File: config.mk
export PLATFORM = sky130hd
export DESIGN_NAME = demux_stream_router
export DESIGN_NICKNAME = d
export VERILOG_FILES = /design/src/rtl/demux_stream_router_pkg.sv /design/src/rtl/demux_stream_router_slot.sv /design/src/rtl/demux_stream_router.sv
export SDC_FILE = /design/constraint.sdc
export NUM_CORES = 1
export LEC_CHECK = 0
export CAP_MARGIN = 20
export CORE_MARGIN = 4
export CORE_UTILIZATION = 38
export CTS_CLUSTER_SIZE = 14
export DETAILED_ROUTE_END_ITERATION = 6
export GPL_ROUTABILITY_DRIVEN = 0
export MAX_ROUTING_LAYER = met4
export PLACE_DENSITY = 0.81
export RECOVER_POWER = 100
export SKIP_LAST_GASP = 1
export SLEW_MARGIN = 20
export SYNTH_ARGS = -nofsm -noshare
export SYNTH_HDL_FRONTEND = slang
export SYNTH_HIERARCHICAL = 1
export SYNTH_SLANG_ARGS = --single-unit
File: constraint.sdc
create_clock -name clk -period 2.2 [get_ports clk]
set_clock_uncertainty 0.2 [all_clocks]
set_input_delay 0.22 -clock clk [delete_from_list [all_inputs] [get_ports clk]]
set_output_delay 0.22 -clock clk [all_outputs]
set_load 0.01 [all_outputs]
File: src/rtl/demux_stream_router_pkg.sv
// Shared types and constants for the demux_stream_router slice.
package demux_pkg;

  localparam int CNT_W = 16;

  typedef enum logic {
    SLOT_EMPTY = 1'b0,
    SLOT_FULL  = 1'b1
  } slot_state_t;

  // Select width never collapses to zero, even for a two-channel build.
  function automatic int clog2_min1(input int n);
    return (n <= 2) ? 1 : $clog2(n);
  endfunction

endpackage

File: src/rtl/demux_stream_router_slot.sv
// One-entry output slot with load/drain control and an optional delivered-word
// counter built only when DEMUX_STREAM_CNT_EN is defined.
module demux_slot
  import demux_pkg::*;
#(
  parameter int DATA_W = 8
) (
  input  logic              clk,
  input  logic              rst,
  input  logic              load,
  input  logic [DATA_W-1:0] load_data,
  input  logic              ready,
  output logic              valid,
  output logic [DATA_W-1:0] data,
  output logic              free,
  output logic [CNT_W-1:0]  cnt
);

  slot_state_t state;
  slot_state_t state_next;
  logic        drain;

  assign valid = (state == SLOT_FULL);
  assign drain = valid & ready;
  assign free  = !valid | ready;

  // A reload in the drain cycle keeps the slot full with no bubble.
  always_comb begin
    state_next = state;
    if (load) begin
      state_next = SLOT_FULL;
    end else if (drain) begin
      state_next = SLOT_EMPTY;
    end
  end

  always_ff @(posedge clk) begin
    if (rst) begin
      state <= SLOT_EMPTY;
      data  <= '0;
    end else begin
      state <= state_next;
      if (load) begin
        data <= load_data;
      end
    end
  end

`ifdef DEMUX_STREAM_CNT_EN
  always_ff @(posedge clk) begin
    if (rst) begin
      cnt <= '0;
    end else if (drain && (cnt != {CNT_W{1'b1}})) begin
      cnt <= cnt + 1'b1;
    end
  end
`else
  assign cnt = '0;
`endif

endmodule

File: src/rtl/demux_stream_router.sv
// Registered 1-to-N stream demultiplexer with unicast/broadcast routing.
// Optional per-channel handshake counters: define DEMUX_STREAM_CNT_EN.
module demux_stream_router
  import demux_pkg::*;
#(
  parameter int DATA_W = 8,
  parameter int N_OUT  = 8,
  parameter int SEL_W  = clog2_min1(N_OUT)
) (
  input  logic                    clk,
  input  logic                    rst,
  input  logic                    in_valid,
  output logic                    in_ready,
  input  logic [DATA_W-1:0]       in_data,
  input  logic [SEL_W-1:0]        in_sel,
  input  logic                    in_bcast,
  output logic [N_OUT-1:0]        out_valid,
  input  logic [N_OUT-1:0]        out_ready,
  output logic [N_OUT*DATA_W-1:0] out_data,
  output logic                    err_sel,
  output logic [N_OUT*CNT_W-1:0]  cnt
);

  logic [N_OUT-1:0] sel_onehot;
  logic [N_OUT-1:0] free;
  logic [N_OUT-1:0] load;
  logic             sel_in_range;
  logic             accept;

  always_comb begin
    sel_onehot = '0;
    for (int k = 0; k < N_OUT; k++) begin
      sel_onehot[k] = (in_sel == SEL_W'(k));
    end
  end

  assign sel_in_range = |sel_onehot;

  // An out-of-range select is always accepted so the producer never stalls on it.
  always_comb begin
    if (in_bcast) begin
      in_ready = &free;
    end else if (sel_in_range) begin
      in_ready = |(sel_onehot & free);
    end else begin
      in_ready = 1'b1;
    end
  end

  assign accept = in_valid & in_ready;

  always_comb begin
    load = '0;
    if (accept) begin
      load = in_bcast ? {N_OUT{1'b1}} : sel_onehot;
    end
  end

  always_ff @(posedge clk) begin
    if (rst) begin
      err_sel <= 1'b0;
    end else begin
      err_sel <= accept & !in_bcast & !sel_in_range;
    end
  end

  for (genvar k = 0; k < N_OUT; k++) begin : g_slot
    demux_slot #(
      .DATA_W(DATA_W)
    ) u_slot (
      .clk      (clk),
      .rst      (rst),
      .load     (load[k]),
      .load_data(in_data),
      .ready    (out_ready[k]),
      .valid    (out_valid[k]),
      .data     (out_data[k*DATA_W +: DATA_W]),
      .free     (free[k]),
      .cnt      (cnt[k*CNT_W +: CNT_W])
    );
  end

endmodule
==> impl_results.md <==
* Hold Crit Depth at 2
* N_diodes at 0
* Final hold viol count at 0
* Synth Area per Inst at 9.161 um^2
* Synth Register Bits at 73
* Number of buffers added on ports at 96
* Final Cycle Share at 104.1%
* Internal power at 2463 uW
* Endpoint, Worst Hold: g_slot[4].u_slot/data[2]
* FF-to-FF Start: g_slot[0].u_slot/valid
* Critical Path Fanout Max at 5
* Hold Crit Start: rst
* Yosys top cell area share at 37.98%
* Post-route DRC at 0
* Crit start category: flip-flop
* Die Height at 108.6 um
* Die Wd at 108.6 um
* Row count at 36
* Layout Cell Area excl Fill at 5029 um^2
* WP buf/inv at 3
* Sw frac at 28.55%
* Final Routed Wirelength at 9.796 mm
* Status: complete, but fails checks
* Synth async-reset ratio at 0%
* Mean routed wirelength per cell at 14.51 um
* Clk slew on worst S/H paths at 0.07 ns
* Measured slew at the worst slew-check pin at 0.5729 ns
* CTS tree: yes
* Worst setup EP type: flip-flop
* Initial antenna violation count at 0
* Post-synth top area cell: dfxtp_1
* Core area at 9819 um^2
* Post-route ant nets at 0
* Initial core utilization at 39.18%
* Worst Hold Slack at 0.05250 ns
* Longest Clk Path Bufs at 2
* Failing checks: negative setup slack
* Fill cells at 862
* Via-to-Cell Ratio at 4.197
* Slowest stage cell, crit path: or3b_4
* Post-synth EDFFs at 0
* Layout net count at 561
* Final Setup Violations at 60
* Crit path max-delay family: simple AND/OR/NAND/NOR gates
* Min cycle time layout at 2.290 ns
* Cell count after synthesis at 420
* Max transition margin at 61.68%
* Gr usage total at 16.50%
* Post-synth cell types at 24
* Total CTS buffers at 9
* Vias in the first global route at 2737
* Min-delay worst type: input port to flip-flop
* Placed cell area at 4541 um^2
* Pins Over Slew Limit at 0
* Comb pwr share at 24.6%
* # H-tree levels at 3
* DR pass1 iterations at 4
* FF-to-FF End: g_slot[3].u_slot/data[0]
* Max-Cap Viols at 0
* Clk root buf: clkbuf_8
* FMAX at 436.6 MHz
* Peak VDD IR at 532.2 uV
* RSZ-0062 raised after global routing: true
* Max incr delay on CP at 0.39 ns
* Most used cell along the critical path: buf_6
* Req. time, crit path at 2.23 ns
* I/O Pins at 225
* Power per cell area at 685.5 nW/um^2
* Synth Flop Type: dfxtp_1
* Hold-fix buffers, CTS at 0
* Switching pwr at 984.2 uW
* Pleak at 0.002357 uW
* First-pass GRT wire length at 14.27 mm
* Synth warnings at 6
* R2r setup slk at -0.09 ns
* Setup WS post-layout at -0.09045 ns
* Commonest cells after routing, fill and taps aside: conb_1, dlygate4sd3_1, dfxtp_1, nor2_1, mux2i_1
* Initial drt markers at 145
* Final Util at 51.21%
* Share of cells above drive strength 1 at 13.84%
* Seq pwr share at 42.4%
* R2R depth at 10
* Die Area at 11800 um^2
* DR vias at 2833
* Pin count of the biggest net entering global routing at 41
* Post-synthesis sequential area ratio at 37.98%
* GRT overflow at 0
* WS Path Type: flip-flop to flip-flop
* Commonest non-fill, non-tap cell in the layout: conb_1
* Clock network power share at 33.0%
* Critical path cell sequence: nand2b_4 > or3b_4 > a21oi_4 > nor4_4 > buf_4 > buf_6 > o21ai_2 > buf_6 > mux2i_2 > nor2_1
* Detailed placement HPWL at 6.994 mm
* Post-Layout Cell Count at 675
* Area added between synthesis and finish at 30.70%
* Clk_lat worst skew at 0.34 ns
* Placed insts at 647
* # clock sinks at 73
* Top post-synthesis cells by area: dfxtp_1, buf_4, mux2i_1, nor2_1, buf_6
* Crit path DAT at 2.32 ns
* Mapped Area at 3847 um^2
## worst max path at each step
stage	start	slack (ns)	cells past startpoint	to
after floorplan	g_slot[0].u_slot/valid	0.13	8	g_slot[0].u_slot/data[0]
after global placement	out_ready[4]	-0.49	7	in_ready
after detailed placement	out_ready[0]	-0.52	10	g_slot[1].u_slot/data[3]
after CTS	g_slot[0].u_slot/valid	-0.06	10	g_slot[4].u_slot/data[5]
after global routing	g_slot[0].u_slot/valid	-0.19	10	g_slot[4].u_slot/data[6]
final	g_slot[0].u_slot/valid	-0.09	10	g_slot[3].u_slot/data[0]
## layout make-up
cell class / instances / area (um^2) / share of cell area [%]
clock buffers: 10 / 137.6 / 2.737
clock inverters: 5 / 80.08 / 1.592
inverters: 8 / 30.03 / 0.5972
multi-input cells: 311 / 1836 / 36.50
flip-flops and latches: 73 / 1463 / 29.09
well taps: 133 / 166.4 / 3.309
repair buffers: 135 / 1316 / 26.18
## Yosys cell counts, types with 2 or more instances
| cell | number |
|---|---|
| a21oi_1 | 10 |
| buf_6 | 8 |
| nand4_1 | 3 |
| nand2_1 | 5 |
| nand3b_1 | 2 |
| nand2b_1 | 8 |
| nand3_1 | 6 |
| conb_1 | 9 |
| clkbuf_2 | 8 |
| o21ai_0 | 5 |
| inv_1 | 8 |
| o31ai_1 | 4 |
| buf_4 | 128 |
| dfxtp_1 | 73 |
| nand4b_1 | 2 |
| buf_2 | 3 |
| nor2b_1 | 3 |
| nor2_1 | 66 |
| mux2i_1 | 64 |
## power groups by stage
stage	Sequential [uW]	Combinational (uW)	Clock, uW
6_report	1460	847	1140
5_1_grt	1470	918	1220
4_1_cts	1460	848	1160
3_5_place_dp	1490	773	0
3_3_place_gp	1490	758	0
2_1_floorplan	1530	564	0
## registers in the layout, summed over array words and instances (netlist names)
signal and flops:
err_sel 1, g_slot.u_slot/data 64, g_slot.u_slot/valid 8
## layer usage
| metal | track usage, % | share of wire (%) |
|---|---|---|
| met4 | 7.845 | 2.8 |
| met1 | 19.30 | 40 |
| met5 | - | 0 |
| met2 | 26.30 | 48 |
| met3 | 4.500 | 9.1 |
## per-stage QoR
stage                     worst slack, ns  TNS [ns]  power [uW]
after detailed placement          -0.5229    -31.75        2263
after global routing              -0.1901    -8.136        3610
final                            -0.09045    -2.485        3447
after floorplan                    0.1254         0        2091
after CTS                        -0.06418    -1.636        3474
after global placement            -0.4886    -29.63        2244
## kinds of logic (layout without fill, tap and decap cells)
logic type,count (synthesis),in the layout,synth area share (%)
flip-flops,73,73,37.98
other,9,129,0.8780
buffers and inverters,156,158,29.63
multiplexers,64,64,16.65
AND/OR/NAND/NOR,98,98,11.87
AO/OA/AOI/OAI,20,20,2.992
## timing repair
action | CTS | global route
gates resized for setup | 42 | 18
endpoints found under the setup margin | 59 | 70
cloned | 6 | 0
pin swaps | 8 | 16
setup buffers | 3 | 4
(Power assumes the default switching activity.)
